[config.mk]
export PLATFORM = sky130hd
export DESIGN_NAME = pc_sequencer
export DESIGN_NICKNAME = d
export VERILOG_FILES = /design/src/rtl/pc_sequencer.sv
export SDC_FILE = /design/constraint.sdc
export NUM_CORES = 1
export LEC_CHECK = 0
export BUFFER_PORTS_ARGS = -buffer_cell sky130_fd_sc_hd__buf_2
export CAP_MARGIN = 10
export CORE_AREA = 2 2 144 146
export CTS_CLUSTER_SIZE = 16
export DETAILED_ROUTE_END_ITERATION = 12
export DIE_AREA = 0 0 146 148
export SETUP_SLACK_MARGIN = 0.2
export SLEW_MARGIN = 10
export SYNTH_ARGS = -nofsm -noshare
export SYNTH_HDL_FRONTEND = slang
export SYNTH_SLANG_ARGS = --single-unit
export TNS_END_PERCENT = 20
[constraint.sdc]
create_clock -name clk -period 4.9 [get_ports clk]
set_input_delay 0.735 -clock clk [delete_from_list [all_inputs] [get_ports clk]]
set_output_delay 0.735 -clock clk [all_outputs]
set_load 0.01 [all_outputs]
[src/rtl/pc_sequencer.sv]
// pc_sequencer: owns the architectural fetch PC (word address).
// Selects the next PC from sequential, branch, jump, jump-register or the
// exception vector, holds through stalls while buffering one redirect, and
// keeps fetch invalid during a short post-reset boot window.
// Optional macro PC_SEQ_TRACE_EN adds a 32-bit fetch_count output that
// counts every edge on which a valid PC advances or redirects.
module pc_sequencer #(
    parameter int              PC_W       = 32,
    parameter logic [PC_W-1:0] RESET_VEC  = 32'h0000_0000,
    parameter logic [PC_W-1:0] EXC_VEC    = 32'h0000_0020,
    parameter int              BOOT_DELAY = 2
) (
    input  logic            clk,
    input  logic            rst_n,
    input  logic            stall,
    input  logic            branch_taken,
    input  logic [15:0]     branch_offset,
    input  logic            jump,
    input  logic [25:0]     jump_target,
    input  logic            jump_reg,
    input  logic [PC_W-1:0] reg_target,
    input  logic            exception,
`ifdef PC_SEQ_TRACE_EN
    output logic [31:0]     fetch_count,
`endif
    output logic [PC_W-1:0] pc,
    output logic [PC_W-1:0] pc_plus1,
    output logic            if_valid,
    output logic [PC_W-1:0] epc
);

    typedef enum logic [1:0] {
        ST_BOOT = 2'd0,
        ST_RUN  = 2'd1,
        ST_HOLD = 2'd2
    } state_t;

    localparam logic [PC_W-1:0] PC_ONE    = {{(PC_W-1){1'b0}}, 1'b1};
    localparam logic [3:0]      BOOT_LAST = 4'(BOOT_DELAY - 1);

    state_t          state_r;
    logic [3:0]      boot_cnt_r;
    logic [PC_W-1:0] pc_r;
    logic [PC_W-1:0] epc_r;
    logic            if_valid_r;
    logic [PC_W-1:0] pend_target_r;
    logic            pend_valid_r;

    logic [PC_W-1:0] pc_plus1_s;
    logic [PC_W-1:0] branch_addr_s;
    logic [PC_W-1:0] jump_addr_s;
    logic [PC_W-1:0] target_s;
    logic            redirect_s;
    logic            pc_load_s;

    assign pc_plus1_s    = pc_r + PC_ONE;
    assign branch_addr_s = pc_plus1_s + {{(PC_W-16){branch_offset[15]}}, branch_offset};
    assign jump_addr_s   = {pc_plus1_s[PC_W-1:26], jump_target};

    assign pc       = pc_r;
    assign pc_plus1 = pc_plus1_s;
    assign if_valid = if_valid_r;
    assign epc      = epc_r;

    // Priority mux of redirect candidates; falls through to sequential.
    always_comb begin
        redirect_s = exception | jump_reg | jump | branch_taken;
        if (exception) begin
            target_s = EXC_VEC;
        end else if (jump_reg) begin
            target_s = reg_target;
        end else if (jump) begin
            target_s = jump_addr_s;
        end else if (branch_taken) begin
            target_s = branch_addr_s;
        end else begin
            target_s = pc_plus1_s;
        end
    end

    // Sequencer FSM: boot window, run, and stall-hold with redirect buffering.
    // Exceptions bypass stall, so a pending exception can never be buffered and
    // any later redirect may freely overwrite the pending target.
    always_ff @(posedge clk or negedge rst_n) begin
        if (!rst_n) begin
            state_r       <= ST_BOOT;
            boot_cnt_r    <= 4'd0;
            pc_r          <= RESET_VEC;
            epc_r         <= '0;
            if_valid_r    <= 1'b0;
            pend_target_r <= '0;
            pend_valid_r  <= 1'b0;
        end else begin
            case (state_r)
                ST_BOOT: begin
                    boot_cnt_r <= boot_cnt_r + 4'd1;
                    pc_r       <= RESET_VEC;
                    if (boot_cnt_r == BOOT_LAST) begin
                        state_r    <= ST_RUN;
                        if_valid_r <= 1'b1;
                    end
                end
                ST_RUN: begin
                    if (exception) begin
                        pc_r  <= EXC_VEC;
                        epc_r <= pc_r;
                    end else if (!stall) begin
                        pc_r <= target_s;
                    end else begin
                        if (redirect_s) begin
                            pend_target_r <= target_s;
                            pend_valid_r  <= 1'b1;
                        end
                        state_r <= ST_HOLD;
                    end
                end
                ST_HOLD: begin
                    if (exception) begin
                        pc_r         <= EXC_VEC;
                        epc_r        <= pc_r;
                        pend_valid_r <= 1'b0;
                        state_r      <= ST_RUN;
                    end else if (!stall) begin
                        if (redirect_s) begin
                            pc_r <= target_s;
                        end else if (pend_valid_r) begin
                            pc_r <= pend_target_r;
                        end else begin
                            pc_r <= pc_plus1_s;
                        end
                        pend_valid_r <= 1'b0;
                        state_r      <= ST_RUN;
                    end else if (redirect_s) begin
                        pend_target_r <= target_s;
                        pend_valid_r  <= 1'b1;
                    end
                end
                default: begin
                    state_r      <= ST_BOOT;
                    boot_cnt_r   <= 4'd0;
                    pc_r         <= RESET_VEC;
                    if_valid_r   <= 1'b0;
                    pend_valid_r <= 1'b0;
                end
            endcase
        end
    end

    // A valid PC moves whenever stall is low or an exception forces it.
    assign pc_load_s = if_valid_r & (exception | ~stall);

`ifdef PC_SEQ_TRACE_EN
    logic [31:0] fetch_count_r;

    // Count every edge on which a valid fetch address advances or redirects.
    always_ff @(posedge clk or negedge rst_n) begin
        if (!rst_n) begin
            fetch_count_r <= 32'd0;
        end else if (pc_load_s) begin
            fetch_count_r <= fetch_count_r + 32'd1;
        end
    end

    assign fetch_count = fetch_count_r;
`else
    logic unused_load_s;
    assign unused_load_s = pc_load_s;
`endif

endmodule

== Word level (Yosys, flattened, before mapping) ==
Cells that the tools add are included.

* Bits in registers: 104
* Bits in latches: 0
* RAM bits: 0
* Bits in read-only memories: 0
* Bits of input ports: 81
* Memories kept: 0

* Add/subtract/negate cells: 3
* $mul: 0
* Divide/modulo/power cells: 0
* $lt $le $gt $ge: 0
* Equality and inequality tests: 8
* Shift-type cells: 0
* Muxes and demuxes: 25
* Bitwise gates (word level): 6
* Reductions and logical operators: 8

{| class="wikitable"
|+ Operator list
! operator !! count
|-
| 2-to-1 mux 32 bit || 9
|-
| one-hot mux 32 bit (2 select lines) || 1
|-
| adder 32 x 1 -> 32 bit, second input constant || 1
|-
| adder 32 bit || 1
|-
| 2-to-1 mux 2 bit || 5
|-
| one-hot mux 4 bit (2 select lines) || 1
|-
| AND reduction 4 bit || 2
|-
| 2-to-1 mux 1 bit || 6
|-
| != test 2 bit, second input constant || 3
|-
| != test 3 bit, second input constant || 2
|-
| one-hot mux 2 bit (3 select lines) || 1
|-
| AND reduction 2 bit || 3
|-
| adder 4 x 1 -> 4 bit, second input constant || 1
|-
| == test 4 x 1 -> 1 bit, second input constant || 1
|-
| NOT 1 bit || 3
|-
| bitwise OR 1 bit || 3
|-
| one-hot mux 1 bit (3 select lines) || 1
|-
| AND reduction 3 bit || 1
|-
| == test 2 x 1 -> 1 bit, second input constant || 1
|-
| == test 2 bit, second input constant || 1
|-
| logical NOT 2 bit || 1
|-
| one-hot mux 1 bit (2 select lines) || 1
|-
| OR reduction 2 bit || 1
|}

== Depth between registers and ports, before layout ==
* Depth after elaboration: 9
* Gate-level depth with buffers: 18
* Mapped depth without buffers: 17

== Least setup slack after synthesis ==
OpenSTA, ideal clock, no wires.

* Kind: flip-flop to flip-flop
* From: register pc_r[0], in the netlist pc[0]
* To: register pc_r[26], in the netlist pc[26]
* Setup time: 0.095 ns
* Arrival time: 3.905 ns
* Slack: 0.900 ns
* Cell stages (with the launch flop): 17
* Clock period less this slack: 4.000 ns
* Cells stage by stage: dfrtp_1 -> ha_1 -> nand4_1 -> or3_1 -> buf_2 -> or3_1 -> nor2_1 -> xnor2_1 -> inv_1 -> ha_1 -> and4_1 -> and2_1 -> nor2b_1 -> nor3_1 -> mux2i_1 -> a31oi_1 -> o31ai_1

* Longest elaborated chain between the ends: 9
* Elaborated cells on any way between the ends: 12
* Those cells by class: 2 x add/sub; 10 x mux

{| class="wikitable"
|+ RTL lines
! element !! RTL line !! source
|-
| from (decl) || 43 || <nowiki>logic [PC_W-1:0] pc_r;</nowiki>
|-
| from (signal assigned) || 108 || <nowiki>pc_r <= target_s;</nowiki>
|-
| from (signal assigned) || 125 || <nowiki>pc_r <= target_s;</nowiki>
|-
| from (signal assigned) || 127 || <nowiki>pc_r <= pend_target_r;</nowiki>
|-
| adder 32 x 1 -> 32 bit (*) || 56 || <nowiki>assign pc_plus1_s = pc_r + PC_ONE;</nowiki>
|-
| named net pc_plus1[24] || 27 || <nowiki>output logic [PC_W-1:0] pc_plus1,</nowiki>
|-
| adder 32 bit (*) || 57 || <nowiki>assign branch_addr_s = pc_plus1_s + {{(PC_W-16){branch_offset[15]}}, branch_offset};</nowiki>
|-
| 2-to-1 mux 32 bit (*) || 74 || <nowiki>end else if (branch_taken) begin</nowiki>
|-
| 2-to-1 mux 32 bit (*) || 72 || <nowiki>end else if (jump) begin</nowiki>
|-
| 2-to-1 mux 32 bit (*) || 70 || <nowiki>end else if (jump_reg) begin</nowiki>
|-
| 2-to-1 mux 32 bit || 124 || <nowiki>if (redirect_s) begin</nowiki>
|-
| 2-to-1 mux 32 bit || 123 || <nowiki>end else if (!stall) begin</nowiki>
|-
| 2-to-1 mux 32 bit || 118 || <nowiki>if (exception) begin</nowiki>
|-
| one-hot mux 32 bit (2 select lines) (*) || 94 || <nowiki>case (state_r)</nowiki>
|}

Mark *: on every way through the listed nets, which the timed path passes. The rest lies on a longest branch. The select of a mux whose other input is x is not followed.
A chain may end at the register's enable or synchronous reset.

== Final worst setup path ==
* From: register pc_r[2], in the netlist pc[2]
* To: register pc_r[26], in the netlist pc[26]

* Longest elaborated chain between the ends: 9
* Elaborated cells on any way between the ends: 12
* Those cells by class: 2 x add/sub; 10 x mux

{| class="wikitable"
|+ RTL lines
! element !! RTL line
|-
| adder 32 x 1 -> 32 bit (*) || 56
|-
| adder 32 bit || 57
|-
| 2-to-1 mux 32 bit || 74
|-
| 2-to-1 mux 32 bit || 72
|-
| 2-to-1 mux 32 bit || 70
|-
| 2-to-1 mux 32 bit || 124
|-
| 2-to-1 mux 32 bit || 123
|-
| 2-to-1 mux 32 bit || 118
|-
| one-hot mux 32 bit (2 select lines) (*) || 94
|}

Mark *: on every way between the ends. The rest lies on a longest branch, timed or not. The select of a mux whose other input is x is not followed.

==> flow_metrics.py <==
metrics = {
    "outcome": {
        "status": "complete, no violations",
    },
    "synthesis": {
        "synthDominantCellAreaShare_pct": 32.3,
        "synth_edf_count": 0,
        "ys_ff_latch": 104,
        "ys_dominant_reg_cell": "dfrtp_1",
        "syn_area_um2": 8060,
        "avgSynthCellArea_um2": 8.28,
        "synth.area.top_cells": "dfrtp_1 (32%), ha_1 (6.1%), nand2_1 (5.2%)",
        "synth_fp_nets": 1095,
        "seq_area_frac_synth_pct": 32.3,
        "synth.distinct_cells": 71,
        "syn_inst": 974,
        "yosysTopAreaCell": "dfrtp_1",
        "synth_warnings": 0,
        "async_reset_ff_share_pct": 100,
    },
    "die": {
        "core_area_um2": 20000,
        "die_w_um": 146,
        "ios": 178,
        "start_util_pct": 40.2,
        "row_count": 52,
        "die-height_um": 148,
        "dieArea_um2": 21600,
    },
    "cts": {
        "post-cts-setup-buffer-count": 0,
        "cts_resized": 0,
        "cts_sinks": 104,
        "hold_buffers": 0,
        "htree_num_levels": 3,
        "cts_max_path_buffers": 2,
        "clk_pin_slew_ns": 0.08,
        "numCtsBuffers": 9,
        "cts_tree": "built",
        "cts-root-buf": "clkbuf_16",
        "clk_latency_ns": 0.37,
    },
    "sta": {
        "rsz0062_at_grt": "true",
        "hold_viol_final": 0,
        "fin_crit_sh_pct": 91.7,
        "finalSetupViolCount": 0,
        "drv_slew": 0,
        "max_slew_margin_pct": 28.5,
        "fin_skew_ns": 0.0125,
        "setup_tns_ns": 0,
        "worst-slew-pin-transition_ns": 1.07,
        "min_period_ns": 4.49,
        "setup_ws_ns": 0.406,
        "fmax_mhz": 223,
    },
    "placed_design": {
        "pre_cts_ws_ns": 0.393,
        "io_buffers": 177,
        "dpl.cell_count": 1382,
        "gp_congestion": 0.911,
        "hpwlAfterDp_um": 20400,
    },
    "drt": {
        "drc": 0,
        "dr.pass1.iters": 7,
        "avgViaCountPerCell": 5.77,
        "maxUsedRoutingLayer": "met4",
        "via_count": 8068,
        "wl_met1_um": 13100,
        "met2WireLength_um": 12200,
        "avgRoutedWirePerCell_um": 20.1,
        "wl_um": 28100,
        "ant_nets": 0,
        "wl_met3_um": 1880,
        "drt-initial-drc-count": 685,
    },
    "global_route": {
        "grt_pass1_wl_um": 43400,
        "grt.total_usage_pct": 25.7,
        "antenna_found_initial": 0,
        "grt_max_degree": 75,
        "grt_overflow": 0,
        "grt_pass1_vias": 7458,
    },
    "power_and_ir_drop": {
        "power_density_nw_per_um2": 451,
        "vdd_drop_max_uv": 203,
        "p_leak_nw": 4.81,
    },
    "critical_path": {
        "path_cells": "nand2_1 > or4_4 > nor2_1 > and3_1 > xnor2_1 > inv_1 > ha_1 > a21o_1 > a31oi_1 > o21ai_0 > a21oi_1 > nor2b_1 > nor3_1 > mux2i_1 > a31oi_1 > o31ai_1",
        "startpoint_type": "flop",
        "critPathCaptureType": "flop",
        "path_common_cell": "a31oi_1",
        "cp_slowest_cell": "or4_4",
        "worstPathRequired_ns": 5.18,
        "arrival_ns": 4.77,
        "path_class": "reg -> reg",
        "cpPeakStageDelay_ns": 0.63,
        "cp_max_fo": 9,
    },
    "finish": {
        "layout_commonest_cell": "buf_2",
        "final_cell_mix": "buf_2 (176), nand2_1 (112), dfrtp_1 (103)",
        "drive_gt1_share_pct": 23.9,
        "final_util_pct": 47.5,
        "fin_nets": 1244,
        "fillers": 2065,
        "final_cells": 1398,
        "area_delta_synth_final_pct": 18.0,
        "diodes": 0,
    },
    "run": {
        "cap_violations": 0,
    },
    "worst_hold_path": {
        "holdCritPathClass": "reg -> reg",
    },
}
[registers in the layout (all words and copies together), names as in the netlist]
signal / flops
epc: 32
pc: 32
pend_target_r: 32
boot_cnt_r: 4
state_r: 2
if_valid: 1
pend_valid_r: 1
[Yosys cell counts (3+ instances only)]
| cell type | count |
|---|---|
| a211oi_1 | 11 |
| a21boi_0 | 4 |
| a21o_1 | 20 |
| a21oi_1 | 69 |
| a221o_1 | 9 |
| a221oi_1 | 3 |
| a22o_1 | 10 |
| a22oi_1 | 11 |
| a311oi_1 | 4 |
| a31oi_1 | 13 |
| a32oi_1 | 3 |
| and2_1 | 7 |
| and3_1 | 9 |
| and4_1 | 3 |
| buf_2 | 6 |
| clkbuf_1 | 53 |
| dfrtp_1 | 104 |
| ha_1 | 39 |
| inv_1 | 41 |
| mux2_2 | 37 |
| mux2i_1 | 25 |
| nand2_1 | 112 |
| nand2b_1 | 18 |
| nand3_1 | 22 |
| nand3b_1 | 4 |
| nand4_1 | 12 |
| nor2_1 | 77 |
| nor2b_1 | 14 |
| nor3_1 | 17 |
| nor3b_1 | 4 |
| nor4b_1 | 3 |
| o2111ai_1 | 3 |
| o211ai_1 | 7 |
| o21a_1 | 5 |
| o21ai_0 | 79 |
| o21bai_1 | 4 |
| o22ai_1 | 7 |
| o31ai_1 | 12 |
| or2_2 | 3 |
| or3_1 | 11 |
| xnor2_1 | 25 |
| xor2_1 | 15 |
[stage by stage]
stage | cell area (µm²) | total power (W) | hold slack, ns
after floorplan | 8060 | 0.00282 | 0.439
after global placement | 9220 | 0.00353 | 0.459
after detailed placement | 9220 | 0.00356 | 0.466
after CTS | 9500 | 0.00429 | 0.484
after global routing | 9510 | 0.00459 | 0.515
final | 9510 | 0.00429 | 0.483
[worst max-delay path, delay by kind of cell (launching register included)]
kind	cells	cell delay, ns
buf+inv	1	0.13
flops	1	0.52
fa+ha+maj	1	0.41
xor+xnor	1	0.19
mux	1	0.29
compound gates	6	1.09
simple gates	6	1.76
[final timing paths]
kind / from / to / slack (ns) / depth (start not counted)
setup / recovery: pc[2]$_DFFE_PN0P_ / pc[26]$_DFFE_PN0P_ / 0.41 / 16
hold reg to reg: pend_target_r[27]$_DFFE_PN0P_ / pend_target_r[27]$_DFFE_PN0P_ / 0.48 / 2
setup reg to reg: pc[2]$_DFFE_PN0P_ / pc[26]$_DFFE_PN0P_ / 0.41 / 16
hold / removal: pend_target_r[27]$_DFFE_PN0P_ / pend_target_r[27]$_DFFE_PN0P_ / 0.48 / 2
max in group asynchronous: rst_n / pend_target_r[29]$_DFFE_PN0P_ / 3.36 / 2
min in group asynchronous: rst_n / epc[7]$_DFFE_PN0P_ / 0.53 / 1
[final cells by class]
class | count | area [µm²] | share of cell area, %
repair buffers | 199 | 1050 | 11.1
flip-flops and latches | 104 | 2600 | 27.4
multi-input cells | 766 | 5080 | 53.4
clock buffers | 9 | 225 | 2.37
well taps | 270 | 338 | 3.55
clock inverters | 7 | 55.1 | 0.579
inverters | 43 | 161 | 1.70
[power breakdown]
part	switching [W]	internal (W)	total (W)
sequential	0.000237	0.00116	0.00140
combinational	0.00129	0.000869	0.00216
clock	0.000376	0.000351	0.000727
total	0.00191	0.00238	0.00429
[metal layers]
| metal | GRT usage [%] | vias to the layer above |
|---|---|---|
| met2 | 38.8 | 317 |
| met5 | 0 | - |
| met1 | 37.4 | 3854 |
| met3 | 3.30 | 52 |
| met4 | 9.95 | 0 |
| li1 | - | 3845 |
[cell families after synthesis]
group	count (synthesis)	share of synthesized area [%]
AOI/OAI and AO/OA	296	24.0
xor gates and xnor gates	41	4.55
adders and majority gates	40	6.30
buffers and inverters	104	4.93
DFF	104	32.3
muxes	62	8.27
and+or+nand+nor	327	19.7
Note: power is estimated with default switching activity, not from simulation.
